[src/rtl/eject_scheduler.sv]
// Eject scheduler: edge-detects the object sensor, timestamps rejected objects
// and fires one fixed-amplitude actuator pulse per object DELAY cycles later.
module eject_scheduler #(
  parameter int unsigned DEPTH   = 4,
  parameter int unsigned CNT_W   = 14,
  parameter int unsigned DELAY   = 5000,
  parameter int unsigned PULSE_W = 200,
  parameter int unsigned HOLDOFF = 50,
  parameter int unsigned AMP     = 6000
) (
  input  logic                     clk,
  input  logic                     rst_n,
  input  logic                     sigin,
  input  logic                     reject,
  input  logic                     enable,
  input  logic                     clr_ovf,
  output logic                     fire,
  output logic signed [14:0]       sigout,
  output logic [$clog2(DEPTH):0]   pending,
  output logic                     overflow
);

  localparam int unsigned PTR_W  = $clog2(DEPTH);
  localparam int unsigned PEND_W = PTR_W + 1;
  localparam int unsigned HOLD_W = $clog2(HOLDOFF + 1);
  localparam int unsigned PW_W   = $clog2(PULSE_W + 1);

  localparam logic [0:0] IDLE  = 1'b0;
  localparam logic [0:0] PULSE = 1'b1;

  logic              s1, s2, r1;
  logic [CNT_W-1:0]  tnow;
  logic [HOLD_W-1:0] hold_cnt;
  logic [CNT_W-1:0]  mem [DEPTH];
  logic [PTR_W-1:0]  wr_ptr, rd_ptr;
  logic [0:0]        state_q, state_d;
  logic [PW_W-1:0]   wcnt_q, wcnt_d;

  logic accept_c, push_req_c, push_c, pop_c, drop_c, full_c, empty_c;

  assign full_c     = (pending == PEND_W'(DEPTH));
  assign empty_c    = (pending == '0);
  assign accept_c   = s1 & ~s2 & enable & (hold_cnt == '0);
  assign push_req_c = accept_c & r1;
  assign pop_c      = ~empty_c & (mem[rd_ptr] == tnow);
  assign push_c     = push_req_c & (~full_c | pop_c);
  assign drop_c     = push_req_c & full_c & ~pop_c;

  // Input synchronisers; reject is captured alongside the first sensor stage
  always_ff @(posedge clk or negedge rst_n) begin
    if (!rst_n) begin
      s1 <= 1'b0;
      s2 <= 1'b0;
      r1 <= 1'b0;
    end else begin
      s1 <= sigin;
      s2 <= s1;
      r1 <= reject;
    end
  end

  // Free-running timestamp and edge holdoff counter
  always_ff @(posedge clk or negedge rst_n) begin
    if (!rst_n) begin
      tnow     <= '0;
      hold_cnt <= '0;
    end else begin
      tnow <= tnow + CNT_W'(1);
      if (accept_c)
        hold_cnt <= HOLD_W'(HOLDOFF);
      else if (hold_cnt != '0)
        hold_cnt <= hold_cnt - HOLD_W'(1);
    end
  end

  // Due-time queue; a pop frees the head slot so a push while full still fits
  always_ff @(posedge clk or negedge rst_n) begin
    if (!rst_n) begin
      for (int i = 0; i < int'(DEPTH); i++) mem[i] <= '0;
      wr_ptr  <= '0;
      rd_ptr  <= '0;
      pending <= '0;
    end else begin
      if (push_c) begin
        mem[wr_ptr] <= tnow + CNT_W'(DELAY);
        wr_ptr      <= wr_ptr + PTR_W'(1);
      end
      if (pop_c)
        rd_ptr <= rd_ptr + PTR_W'(1);
      if (push_c && !pop_c)
        pending <= pending + PEND_W'(1);
      else if (pop_c && !push_c)
        pending <= pending - PEND_W'(1);
    end
  end

  // Sticky overflow; a drop in the same cycle beats the clear
  always_ff @(posedge clk or negedge rst_n) begin
    if (!rst_n)
      overflow <= 1'b0;
    else if (drop_c)
      overflow <= 1'b1;
    else if (clr_ovf)
      overflow <= 1'b0;
  end

  // Pulse FSM next state: a due head starts or retriggers the pulse
  always_comb begin
    state_d = state_q;
    wcnt_d  = wcnt_q;
    case (state_q)
      IDLE: begin
        if (pop_c) begin
          state_d = PULSE;
          wcnt_d  = PW_W'(PULSE_W);
        end
      end
      PULSE: begin
        if (pop_c)
          wcnt_d = PW_W'(PULSE_W);
        else if (wcnt_q == PW_W'(1))
          state_d = IDLE;
        else
          wcnt_d = wcnt_q - PW_W'(1);
      end
      default: state_d = IDLE;
    endcase
  end

  // Pulse FSM state and registered actuator outputs
  always_ff @(posedge clk or negedge rst_n) begin
    if (!rst_n) begin
      state_q <= IDLE;
      wcnt_q  <= '0;
      fire    <= 1'b0;
      sigout  <= '0;
    end else begin
      state_q <= state_d;
      wcnt_q  <= wcnt_d;
      fire    <= (state_d == PULSE);
      sigout  <= (state_d == PULSE) ? 15'(AMP) : 15'd0;
    end
  end

endmodule

[config.mk]
export PLATFORM = sky130hd
export DESIGN_NAME = eject_scheduler
export DESIGN_NICKNAME = d
export VERILOG_FILES = /design/src/rtl/eject_scheduler.sv
export SDC_FILE = /design/constraint.sdc
export NUM_CORES = 1
export LEC_CHECK = 0
export BUFFER_PORTS_ARGS = -buffer_cell sky130_fd_sc_hd__buf_2
export CORE_MARGIN = 1.5
export CORE_UTILIZATION = 66
export DETAILED_ROUTE_END_ITERATION = 8
export GPL_ROUTABILITY_DRIVEN = 0
export GPL_TIMING_DRIVEN = 1
export PLACE_DENSITY = 0.81
export SETUP_SLACK_MARGIN = 0.5
export SYNTH_ARGS = -nofsm -noshare
export SYNTH_HDL_FRONTEND = slang
export SYNTH_SLANG_ARGS = --single-unit
[constraint.sdc]
create_clock -name clk -period 9.9 [get_ports clk]
set_input_delay 0.495 -clock clk [delete_from_list [all_inputs] [get_ports clk]]
set_output_delay 0.495 -clock clk [all_outputs]
set_load 0.005 [all_outputs]
Word level (Yosys, flattened, before mapping)
Index checks and enable logic that the tools add are counted.
- add/subtract/negate cells: 8
- $mul: 0
- divide/modulo/power cells: 0
- $lt $le $gt $ge: 3
- equal/unequal tests: 5
- shift-type cells: 0
- muxes and demuxes: 21
- bitwise operators: 16
- reduce and logical (&&, ||, !) cells: 12
- operators by type and width (kind ; count):
    $bwmux 56 ; 1
    $mux 14 ; 3
    $bmux 14 s2 ; 1
    $demux 14 s2 ; 1
    $mux 8 ; 3
    $pmux 8 s2 ; 1
    $add 14x1->14 const B ; 1
    $add 14x13->14 const B ; 1
    $eq 14x14->1 ; 1
    $mux 13 ; 1
    $mux 6 ; 2
    $and 1x1->1 ; 8
    $eq 8x1->1 const B ; 1
    $sub 8x1->8 const B ; 1
    $ge 3x3->1 const B ; 2
    $logic_not 6->1 ; 1
    $mux 3 ; 2
    $not 2->3 ; 2
    $reduce_bool 2->1 ; 3
    $reduce_bool 6->1 ; 1
    $sub 6x1->6 const B ; 1
    $mux 1 ; 5
    $not 1->1 ; 5
    $add 2x1->2 const B ; 2
    12 further kinds ; 15
- register bits: 109
- bits in latches: 0
- memory bits (writable): 0
- memory bits (read-only): 0
- input bits: 6
- output and inout bits: 20
- word-level logic and storage cells: 81
- memories: 0

Longest topological paths before layout
Gate-level depths: netlist of run 1.
- depth in word-level cells: 12
- gate-level depth with buffers: 15
- depth with buffers taken out: 13

Worst setup path after synthesis of run 1
No wires, ideal clock.
- path type: reg-to-reg
- start: reg rd_ptr[0]
- end: reg pending[2]
- library setup time: 0.079 ns
- data arrival time: 3.090 ns
- data required time: 9.821 ns
- path slack: 6.731 ns
- stages on the path, launching flop included: 16
- path buffers: 3
- clock period less this slack: 3.169 ns
- cell sequence: dfrtp_1 > buf_6 > buf_12 > mux4_2 > xnor2_1 > nand4_1 > nor4_2 > buf_6 > o21ai_0 > inv_1 > ha_1 > inv_1 > fa_1 > xor2_1 > nor2_1 > xor2_1
- longest elaborated chain between the ends: 11
- elaborated cells on any way between the ends: 14
- classes of those cells: eq/ne: 1; mux: 4; bitwise: 4; reduce/logical: 5
- RTL lines (item ; RTL line ; text):
    from (decl) ; 35 ; logic [PTR_W-1:0] wr_ptr, rd_ptr;
    from (signal assigned) ; 89 ; rd_ptr <= rd_ptr + PTR_W'(1);
    $not 2->3 (not written as such) (*) ; 45 ; assign pop_c = ~empty_c & (mem[rd_ptr] == tnow);
    $bmux 14 s2 (*) ; 45 ;
    $mux 14 (not written as such) (*) (2 in series) ; 45 ;
    $eq 14x14->1 (*) ; 45 ;
    $and 1x1->1 (*) ; 45 ;
    $or 1x1->1 (*) ; 46 ; assign push_c = push_req_c & (~full_c | pop_c);
    $and 1x1->1 (*) ; 46 ;
    via push_c ; 39 ; logic accept_c, push_req_c, push_c, pop_c, drop_c, full_c, empty_c;
    $logic_not 1->1 ; 92 ; else if (pop_c && !push_c)
    $logic_and 1x1->1 ; 92 ;
    $reduce_bool 2->1 (no line) ; - ;
    to (signal assigned) ; 91 ; pending <= pending + PEND_W'(1);
    to (signal assigned) ; 93 ; pending <= pending - PEND_W'(1);
    to (decl) ; 19 ; output logic [$clog2(DEPTH):0] pending,
The timed path passes the listed nets; every way through them passes the cells marked *. The select of a mux whose other input is x is not followed.
A chain may end at the register's enable or synchronous reset.

Worst setup path in the final report of run 1
Same ends and word-level chain as after synthesis.

==> impl_metrics.toml, run 1 <==
[route]
drt_first_pass_iters = 4
ant_nets = 0
dr_total_vias = 2723
viasPerCell = 5.685
first_iter_violations = 132
drc_errors = 0
wl_per_cell_um = 16.94
wl_um = 8115

[sta]
period_share_pct = 41.01
setup_viol = 0
hold_viol = 0
fmax_ghz = 0.2463
post-route-min-period_ps = 4060
relSlewSlack_pct = 30.86
fin_worst_skew_ps = 16.23
rsz0062_at_grt = "no"
worstMarginPinSlew_ps = 1024
setup_tns_ps = 0
hold_ws_ps = 89.26
final_max_slew_viol_count = 0

[floorplanning]
core-area_sq_mm = 0.007176
die_w_um = 88.83
fp-row-count = 31
ioPinCount = 26
die_h_um = 88.83
initial_core_util_pct = 67.76
dieArea_sq_mm = 0.007891

[logic_synthesis]
synth_cells = 372
synthArstFlopShare_pct = 100.0
synth.area.mux_share_pct = 20.87
synth_top_flop_cell = "dfrtp_1"
synthXorXnorAreaFrac_pct = 8.827
seq_area_frac_synth_pct = 49.41
syn-cell-area_sq_mm = 0.004862
ys_warn_count = 0
synth_top_family_by_area = "multiplexers"
synth-simple-area-share_pct = 7.051
synth_enable_flop_cells = 0
ys_seq_elements = 96
synth_fa_ha_area_share_pct = 3.242
synth_compound_area_share_pct = 3.423
synthDistinctLibCells = 43
avgSynthCellArea_sq_um = 13.07

[worst_setup_path]
regToRegStartpoint = "rd_ptr[0]"
crit_type = "reg -> reg"
crit_arrival_ps = 4360
startpoint = "rd_ptr[0]"
cp_data_required_time_ps = 10200
cp-end-kind = "register"
startpoint_type = "register"
cp_max_fo = 16

[power]
power_density_mw_per_mm2 = 160.6
p_leak_nw = 2.404
ir_drop_mv = 0.1614

[cells_and_area]
nNetsFinal = 393
antenna_cells = 0
num-fill-cells = 505
final-seq-area_sq_mm = 0.002402
multi_input_area_sq_mm = 0.002141
area_delta_synth_final_pct = 4.092
final_cell_mix = "dfrtp_1 (96), mux2_2 (45), xnor2_1 (39), inv_1 (18), nor2_1 (17)"
drive_gt1_share_pct = 27.89
layout_commonest_cell = "dfrtp_1"

[cts]
htreeDepth = 3
cts_root_buf = "clkbuf_8"
cts_setup_buffers = 0
cts-buffers-inserted = 9
cts_tree = "built"
cts_buffer_depth = 2
clk_pin_slew_ps = 100
clk_latency_ps = 370
cts_sinks = 96
cts_hold_buf = 0
ctsResizeCount = 0

[placement]
io_buffers = 17
hpwl_um = 5350

[hold_path]
min_path_type = "in -> async"

[status]
status = "complete, no violations"

[job]
drv_cap = 0

[global_route]
grt.total_usage_pct = 23.70
grt_overflow = 0
grt_antenna_before_repair = 0
grt_pass1_vias = 2797
grt_pass1_wl_um = 13820
grt_start_max_net_pins = 56
state kept, by name, summed over array words and instances, names as in the netlist:
register  count
s2            1
hold_cnt      6
pending       3
overflow      1
mem          56
sigout        1
tnow         14
wcnt_q        8
rd_ptr        2
r1            1
s1            1
wr_ptr        2
worst max-delay path: stages, from the launching register on:
cell     delay, ps
dfrtp_1       1010
mux4_2         630
xnor2_1        260
nand4_1        140
nor4_2         330
buf_4          280
o21ai_0        190
inv_1          110
ha_1           180
inv_1           60
fa_1           370
xor2_1         170
nor2_1         110
xor2_1         150
cell families after synthesis:
group                      after synthesis
muxes                                   73
AOI/OAI and AO/OA                       19
and+or+nand+nor                         69
xor gates and xnor gates                49
adders and majority gates               12
buffers and inverters                   53
other                                    1
DFF                                     96
synth_stat cells, drive strengths merged, types with 7 or more instances:
master / n / area (sq um)
nor2: 17 / 63.81
mux4: 14 / 322.8
inv: 18 / 67.56
buf: 28 / 249.0
mux2: 54 / 641.9
ha: 11 / 137.6
nand3: 10 / 50.05
dfrtp: 96 / 2402
clkbuf: 7 / 28.78
nand2: 16 / 60.06
xor2: 10 / 87.58
xnor2: 39 / 341.6
final cells by class:
type	instances	area share, %
Sequential cell	96	47.47
Multi-Input combinational cell	230	42.30
Clock buffer	12	3.263
Tap cell	99	2.447
Timing Repair Buffer	20	2.176
Inverter	18	1.335
Clock inverter	4	1.014
power breakdown:
part           leakage [nW]  internal [W]  switching (W)  total (W)
Combinational          1.04     0.0000465      0.0000502  0.0000967
Sequential             1.26      0.000419      0.0000261   0.000445
Clock                 0.109      0.000138       0.000134   0.000271
Total                  2.40      0.000603       0.000210   0.000813
path summary, 6_finish.rpt:
check	endpoint	slack, ps	cells after the start
worst max-delay path	pending[2]	5840	13
worst min-delay path	hold_cnt[5]	90	1
worst max register to register	pending[2]	5840	13
worst min register to register	s2	390	0
max in group asynchronous	mem[10]	8710	2
min in group clk	s1	230	1
through the flow:
step	util (%)	std cells	setup WS, ps	instance area [sq um]	power (W)
after floorplan	-	379	6731	4888	0.0005213
after CTS	70.53	479	5820	5061	0.0008196
final	70.53	479	5840	5061	0.0008127
after global placement	67.52	463	6027	4845	0.0005415
after global routing	70.53	479	5566	5061	0.0008505
after detailed placement	67.52	463	5843	4845	0.0005504
per-layer routing:
layer  part of all wire, %  vias to the layer above  global-route usage (%)  wire, um
met5                     0                        -                       0         0
met4                   1.9                        0                   7.528       155
met3                   2.9                       12                   6.157       235
met2                    49                       34                   37.26      3973
met1                    46                     1416                   32.62      3751
li1                      -                     1261                       -         -
Note: power is estimated with default switching activity, not from simulation.
==> run 2: changes to the inputs <==
CORE_UTILIZATION = 61   (was 66)
PLACE_DENSITY = 0.76   (was 0.81)
clock period = 3.9 ns   (was 9.9 ns; I/O delays follow)
==> impl_metrics.toml, run 2 (synthesis results as in run 1) <==
[sta]
relSlewSlack_pct = 28.97
setup_tns_ps = 0
setup_viol = 0
rsz0062_at_grt = "no"
worstMarginPinSlew_ps = 1052
post-route-min-period_ps = 3243
fmax_ghz = 0.3084
fin_worst_skew_ps = 8.973
period_share_pct = 83.15
hold_viol = 0
setup_ws_ps = 657.3
final_max_slew_viol_count = 0

[worst_setup_path]
regToRegStartpoint = "rd_ptr[0]"
rr_worst_depth = 11
r2r_slack_ps = 660
crit_type = "reg -> reg"
cp_max_fo = 9
timing.rr.end = "pending[1]"
crit_arrival_ps = 3490
cp-end-kind = "register"
cp_data_required_time_ps = 4150
startpoint_type = "register"

[cells_and_area]
max_flop_register = "mem"
multi_input_area_sq_mm = 0.002171
final_cell_mix = "dfrtp_1 (95), mux2_2 (45), xnor2_1 (36), inv_1 (18), nor2_1 (17)"
drive_gt1_share_pct = 30.23
design_area_sq_mm = 0.005131
final-seq-area_sq_mm = 0.002404
num-fill-cells = 558
antenna_cells = 0
area_delta_synth_final_pct = 5.533
largestRegisters = "mem: 56 flops, tnow: 14 flops, wcnt_q: 8 flops"
nNetsFinal = 401
largest_reg_flops = 56
layout_commonest_cell = "dfrtp_1"
post-route-util_pct = 66.40

[route]
drt_first_pass_iters = 4
wl_um = 8118
drc_errors = 0
ant_nets = 0
wl_per_cell_um = 16.60
viasPerCell = 5.654
dr_total_vias = 2765
first_iter_violations = 141

[power]
p_leak_nw = 2.426
p_clk_share_pct = 29.8
total_power_w = 0.001967
swShare_pct = 26.41
ir_drop_mv = 0.2214
p_switching_w = 0.0005195
cell_internal_pwr_w = 0.001447
combPwrFrac_pct = 12.7
power_density_mw_per_mm2 = 383.3
seqPwrFrac_pct = 57.4

[floorplanning]
dieArea_sq_mm = 0.008516
fp-row-count = 32
ioPinCount = 26
die_w_um = 92.28
core-area_sq_mm = 0.007727
initial_core_util_pct = 62.92
die_h_um = 92.28

[cts]
cts_root_buf = "clkbuf_8"
cts_tree = "built"
cts_sinks = 96
clk_pin_slew_ps = 80
clk_latency_ps = 360
htreeDepth = 3
cts_buffer_depth = 2
cts-buffers-inserted = 9

[hold_path]
min_to = "overflow"
holdPathStages = 3
min-delay-start = "clr_ovf"
min_path_type = "in -> reg"

[placement]
placed_area_sq_mm = 0.004871
place_ws_ps = 397.6
io_buffers = 17
hpwl_um = 5393

[global_route]
grt.total_usage_pct = 21.26
grt_antenna_before_repair = 0
grt_pass1_wl_um = 13840
grt_overflow = 0
grt_start_max_net_pins = 60
grt_pass1_vias = 2885

[status]
status = "complete, no violations"

[job]
drv_cap = 0
## run 2: changes by cell type in the layout (fill, tap and decap cells not counted), moves of 3 or more
| cell | change |
|---|---|
| xnor2_2 | +3 |
| buf_4 | +3 |
| xnor2_1 | -3 |
| dlygate4sd3_1 | +3 |
## run 2: worst max path at each step
stage,start,endpoint,slack [ps],depth (start not counted)
floorplan,rd_ptr[0],pending[2],730,15
global placement,rd_ptr[1],pending[2],420,13
detailed placement,rd_ptr[1],pending[2],400,13
CTS,rd_ptr[0],pending[2],520,14
global route,rd_ptr[0],pending[1],500,11
finish,rd_ptr[0],pending[1],660,11
## run 2: timing repair
item | in CTS | in global routing
hold buffers | 3 | 0
endpoints found under the setup margin | 2 | 2
hold endpoints to repair | 60 | 0
buffers inserted | 0 | 2
pin swaps | 1 | 2
gates resized for setup | 2 | 10
## run 2: critical path, cell delays in order, from the launching register on
cell and delay (ps):
dfrtp_1 410, buf_8 170, mux4_2 550, xnor2_1 160, nand4_1 140, nor4_2 340, buf_4 190, nand2_1 180
ha_2 250, inv_1 70, fa_1 390, mux2_2 260
## run 2: layer usage
layer	vias to the layer above	wire [um]	GRT usage (%)	share of wire, %
met1	1443	3936	28.76	48
met5	-	0	0	0
met2	34	3855	34.01	47
li1	1279	-	-	-
met4	0	92	6.667	1.1
met3	9	233	5.224	2.9
## run 2: layout make-up
cell class | instances | area share [%]
clock inverters | 3 | 0.3414
repair buffers | 28 | 3.682
multi-input cells | 230 | 42.31
flip-flops and latches | 96 | 46.84
inverters | 18 | 1.317
well taps | 102 | 2.487
clock buffers | 12 | 3.024
## run 2: power groups by stage
stage | sequential, W | clock, W | combinational [W]
after floorplan | 0.00113 | 0 | 0.000192
after global placement | 0.00114 | 0 | 0.000237
after detailed placement | 0.00115 | 0 | 0.000247
after CTS | 0.00113 | 0.000607 | 0.000252
after global routing | 0.00114 | 0.000647 | 0.000289
final | 0.00113 | 0.000587 | 0.000251
## run 2: stage by stage
stage	std cells	hold slack [ps]
2_1_floorplan	379	-100.6
3_3_place_gp	469	302.6
3_5_place_dp	469	304.7
4_1_cts	487	123.1
5_1_grt	489	118.1
6_report	489	137.0
==> run 3: changes to the inputs <==
ABC_AREA = 1   (was not set)
CORE_UTILIZATION = 62   (was 61)
clock period = 3.3 ns   (was 3.9 ns; I/O delays follow)
==> impl_metrics.toml, run 3 <==
[route]
top_layer = "met4"
wl_um = 12470
route.met2.wl_um = 6072
viasPerCell = 5.826
ant_nets = 0
wl_met1_um = 5271
drt_first_pass_iters = 7
dr_total_vias = 4457
first_iter_violations = 287
drc_errors = 1
wl_per_cell_um = 16.30
dr_wl_met3_um = 778

[worst_setup_path]
cp_slowest_cell = "dfrtp_4"
crit_end = "pending[2]"
crit_arrival_ps = 3000
cp-end-kind = "register"
rr_worst_depth = 18
critPathMaxStageDelay_ps = 600
timing.rr.end = "pending[2]"
crit_type = "reg -> reg"
r2r_slack_ps = 560
cp_data_required_time_ps = 3560
path_cells = "clkbuf_16 > nand2_2 > nand3_2 > nand3b_1 > nand2_1 > nor2_1 > nand2_1 > nor2_4 > nand2_4 > nand2_8 > nand2_4 > inv_2 > ha_4 > inv_2 > fa_2 > a21oi_1 > o21ai_1 > xor2_1"
cp_max_fo = 7
startpoint = "rd_ptr[0]"
startpoint_type = "register"
regToRegStartpoint = "rd_ptr[0]"

[logic_synthesis]
synthArstFlopShare_pct = 100.0
netlist_top_cells_area = "dfrtp_1 (46%), nand2_1 (18%), nand4_1 (7.1%)"
synth_commonest_cells = "nand2_1 (249), dfrtp_1 (96), nand4_1 (59)"
avgSynthCellArea_sq_um = 8.078
post-synth-top-area-cell = "dfrtp_1"
synth_enable_flop_cells = 0
synthDistinctLibCells = 31
ys_seq_elements = 96
ys_warn_count = 0
synth_top_area_share_pct = 45.97
synth.most_common_cell = "nand2_1"
synth_cells = 647
synth_top_flop_cell = "dfrtp_1"
seq_area_frac_synth_pct = 45.97
syn-cell-area_sq_mm = 0.005226

[sta]
relSlewSlack_pct = 39.29
setup_tns_ps = 0
setup_ws_ps = 562.5
setup_viol = 0
hold_viol = 0
hold_ws_ps = 244.7
fmax_ghz = 0.3653
post-route-min-period_ps = 2738
final_max_slew_viol_count = 0
period_share_pct = 82.96
fin_worst_skew_ps = 11.22
worstMarginPinSlew_ps = 910.7
rsz0062_at_grt = "yes"

[cts]
clk_pin_slew_ps = 100
cts_buffer_depth = 2
cts-buffers-inserted = 9
htreeDepth = 3
clk_latency_ps = 380
cts_sinks = 96
cts_root_buf = "clkbuf_8"
cts_tree = "built"

[placement]
io_buffers = 17
hpwl_um = 7280
place_ws_ps = 333.3

[global_route]
grt_start_max_net_pins = 62
grt_pass1_vias = 4103
grt_overflow = 0
grt_pass1_wl_um = 19640
grt_antenna_before_repair = 0
grt.total_usage_pct = 28.40

[floorplanning]
core-area_sq_mm = 0.008175
initial_core_util_pct = 63.93
ioPinCount = 26
fp-row-count = 33
dieArea_sq_mm = 0.008989
die_h_um = 94.81
die_w_um = 94.81

[power]
power_density_mw_per_mm2 = 482.6
combPwrFrac_pct = 16.3
swShare_pct = 28.81
p_switching_w = 0.0008024
p_leak_nw = 2.936
ir_drop_mv = 0.4858
p_clk_share_pct = 34.5
seqPwrFrac_pct = 49.2
cell_internal_pwr_w = 0.001982

[cells_and_area]
layout_commonest_cell = "nand2_1"
area_delta_synth_final_pct = 10.41
largestRegisters = "mem: 56 flops, tnow: 14 flops, wcnt_q: 8 flops"
num-fill-cells = 658
max_flop_register = "mem"
antenna_cells = 0
nNetsFinal = 673
final_cell_mix = "nand2_1 (245), dfrtp_1 (95), nand4_1 (59), nand3_1 (38), inv_1 (36)"
drive_gt1_share_pct = 13.33
post-route-util_pct = 70.58
largest_reg_flops = 56

[status]
status = "finished with violations"
violations = "DRC"

[hold_path]
min-delay-start = "enable"
min_path_type = "in -> reg"

[job]
drv_cap = 0
run 3: cell type report:
type                       instances  area (sq um)  share of cell area (%)
clock buffer                      10         137.6                   2.385
sequential                        96          2406                   41.70
clock inverter                     6         115.1                   1.995
inverter                          41         166.4                   2.884
timing repair inverter             1         8.758                  0.1518
timing repair buffer              37         306.5                   5.312
tap                              105         131.4                   2.277
multi-input combinational        469          2499                   43.30
run 3: how the worst min path moves through the flow:
stage                        endpoint  depth (start not counted)  slack (ps)
after global placement         mem[1]                          1         230
final                     hold_cnt[4]                          5         240
after global routing         overflow                          5         310
after detailed placement       mem[1]                          1         230
after CTS                 hold_cnt[4]                          5         250
after floorplan           hold_cnt[0]                          0        -130
run 3: power by group through the flow:
stage | sequential (W) | clock (W) | combinational [W]
floorplan | 0.00137 | 0 | 0.000306
global placement | 0.00138 | 0 | 0.000393
detailed placement | 0.00139 | 0 | 0.000413
CTS | 0.00136 | 0.000965 | 0.000421
global route | 0.00138 | 0.00102 | 0.000517
finish | 0.00137 | 0.000960 | 0.000454
run 3: metal layers:
| layer | global-route usage, % | vias to the layer above |
|---|---|---|
| met5 | 0 | - |
| met4 | 10.57 | 0 |
| met3 | 5.072 | 42 |
| met2 | 45.30 | 161 |
| met1 | 38.67 | 2156 |
| li1 | - | 2098 |
run 3: cell families after synthesis:
| group | Yosys count | synth area share (%) |
|---|---|---|
| buf+inv | 89 | 9.073 |
| mux | 1 | 0.2155 |
| fa+ha+maj | 12 | 3.016 |
| other cells | 1 | 0.07175 |
| compound gates | 14 | 1.413 |
| simple gates | 403 | 35.05 |
| flops | 96 | 45.97 |
| xor+xnor | 31 | 5.195 |
run 3: worst max-delay path: cells and delay by family, from the launching register on:
| kind | cells | cell delay [ps] |
|---|---|---|
| and+or+nand+nor | 10 | 900 |
| DFF | 1 | 600 |
| adders and majority gates | 2 | 450 |
| buffers and inverters | 3 | 310 |
| AOI/OAI and AO/OA | 2 | 220 |
| xor gates and xnor gates | 1 | 140 |
run 3: metrics by stage:
stage          total power [W]  instances  cell area [sq um]
3_3_place_gp          0.001775        738               5226
5_1_grt               0.002916        765               5771
2_1_floorplan         0.001676        654               5253
4_1_cts               0.002751        758               5533
3_5_place_dp          0.001800        738               5226
6_report              0.002785        765               5771
run 3: timing repair:
action                                  in CTS  in global routing
cloned                                       0                  4
hold endpoints to repair                    51                  0
buffers inserted                             0                  3
hold buffers                                 4                  0
endpoints found under the setup margin       2                 54
resized for setup                            5                 35
pin swaps                                    0                 18
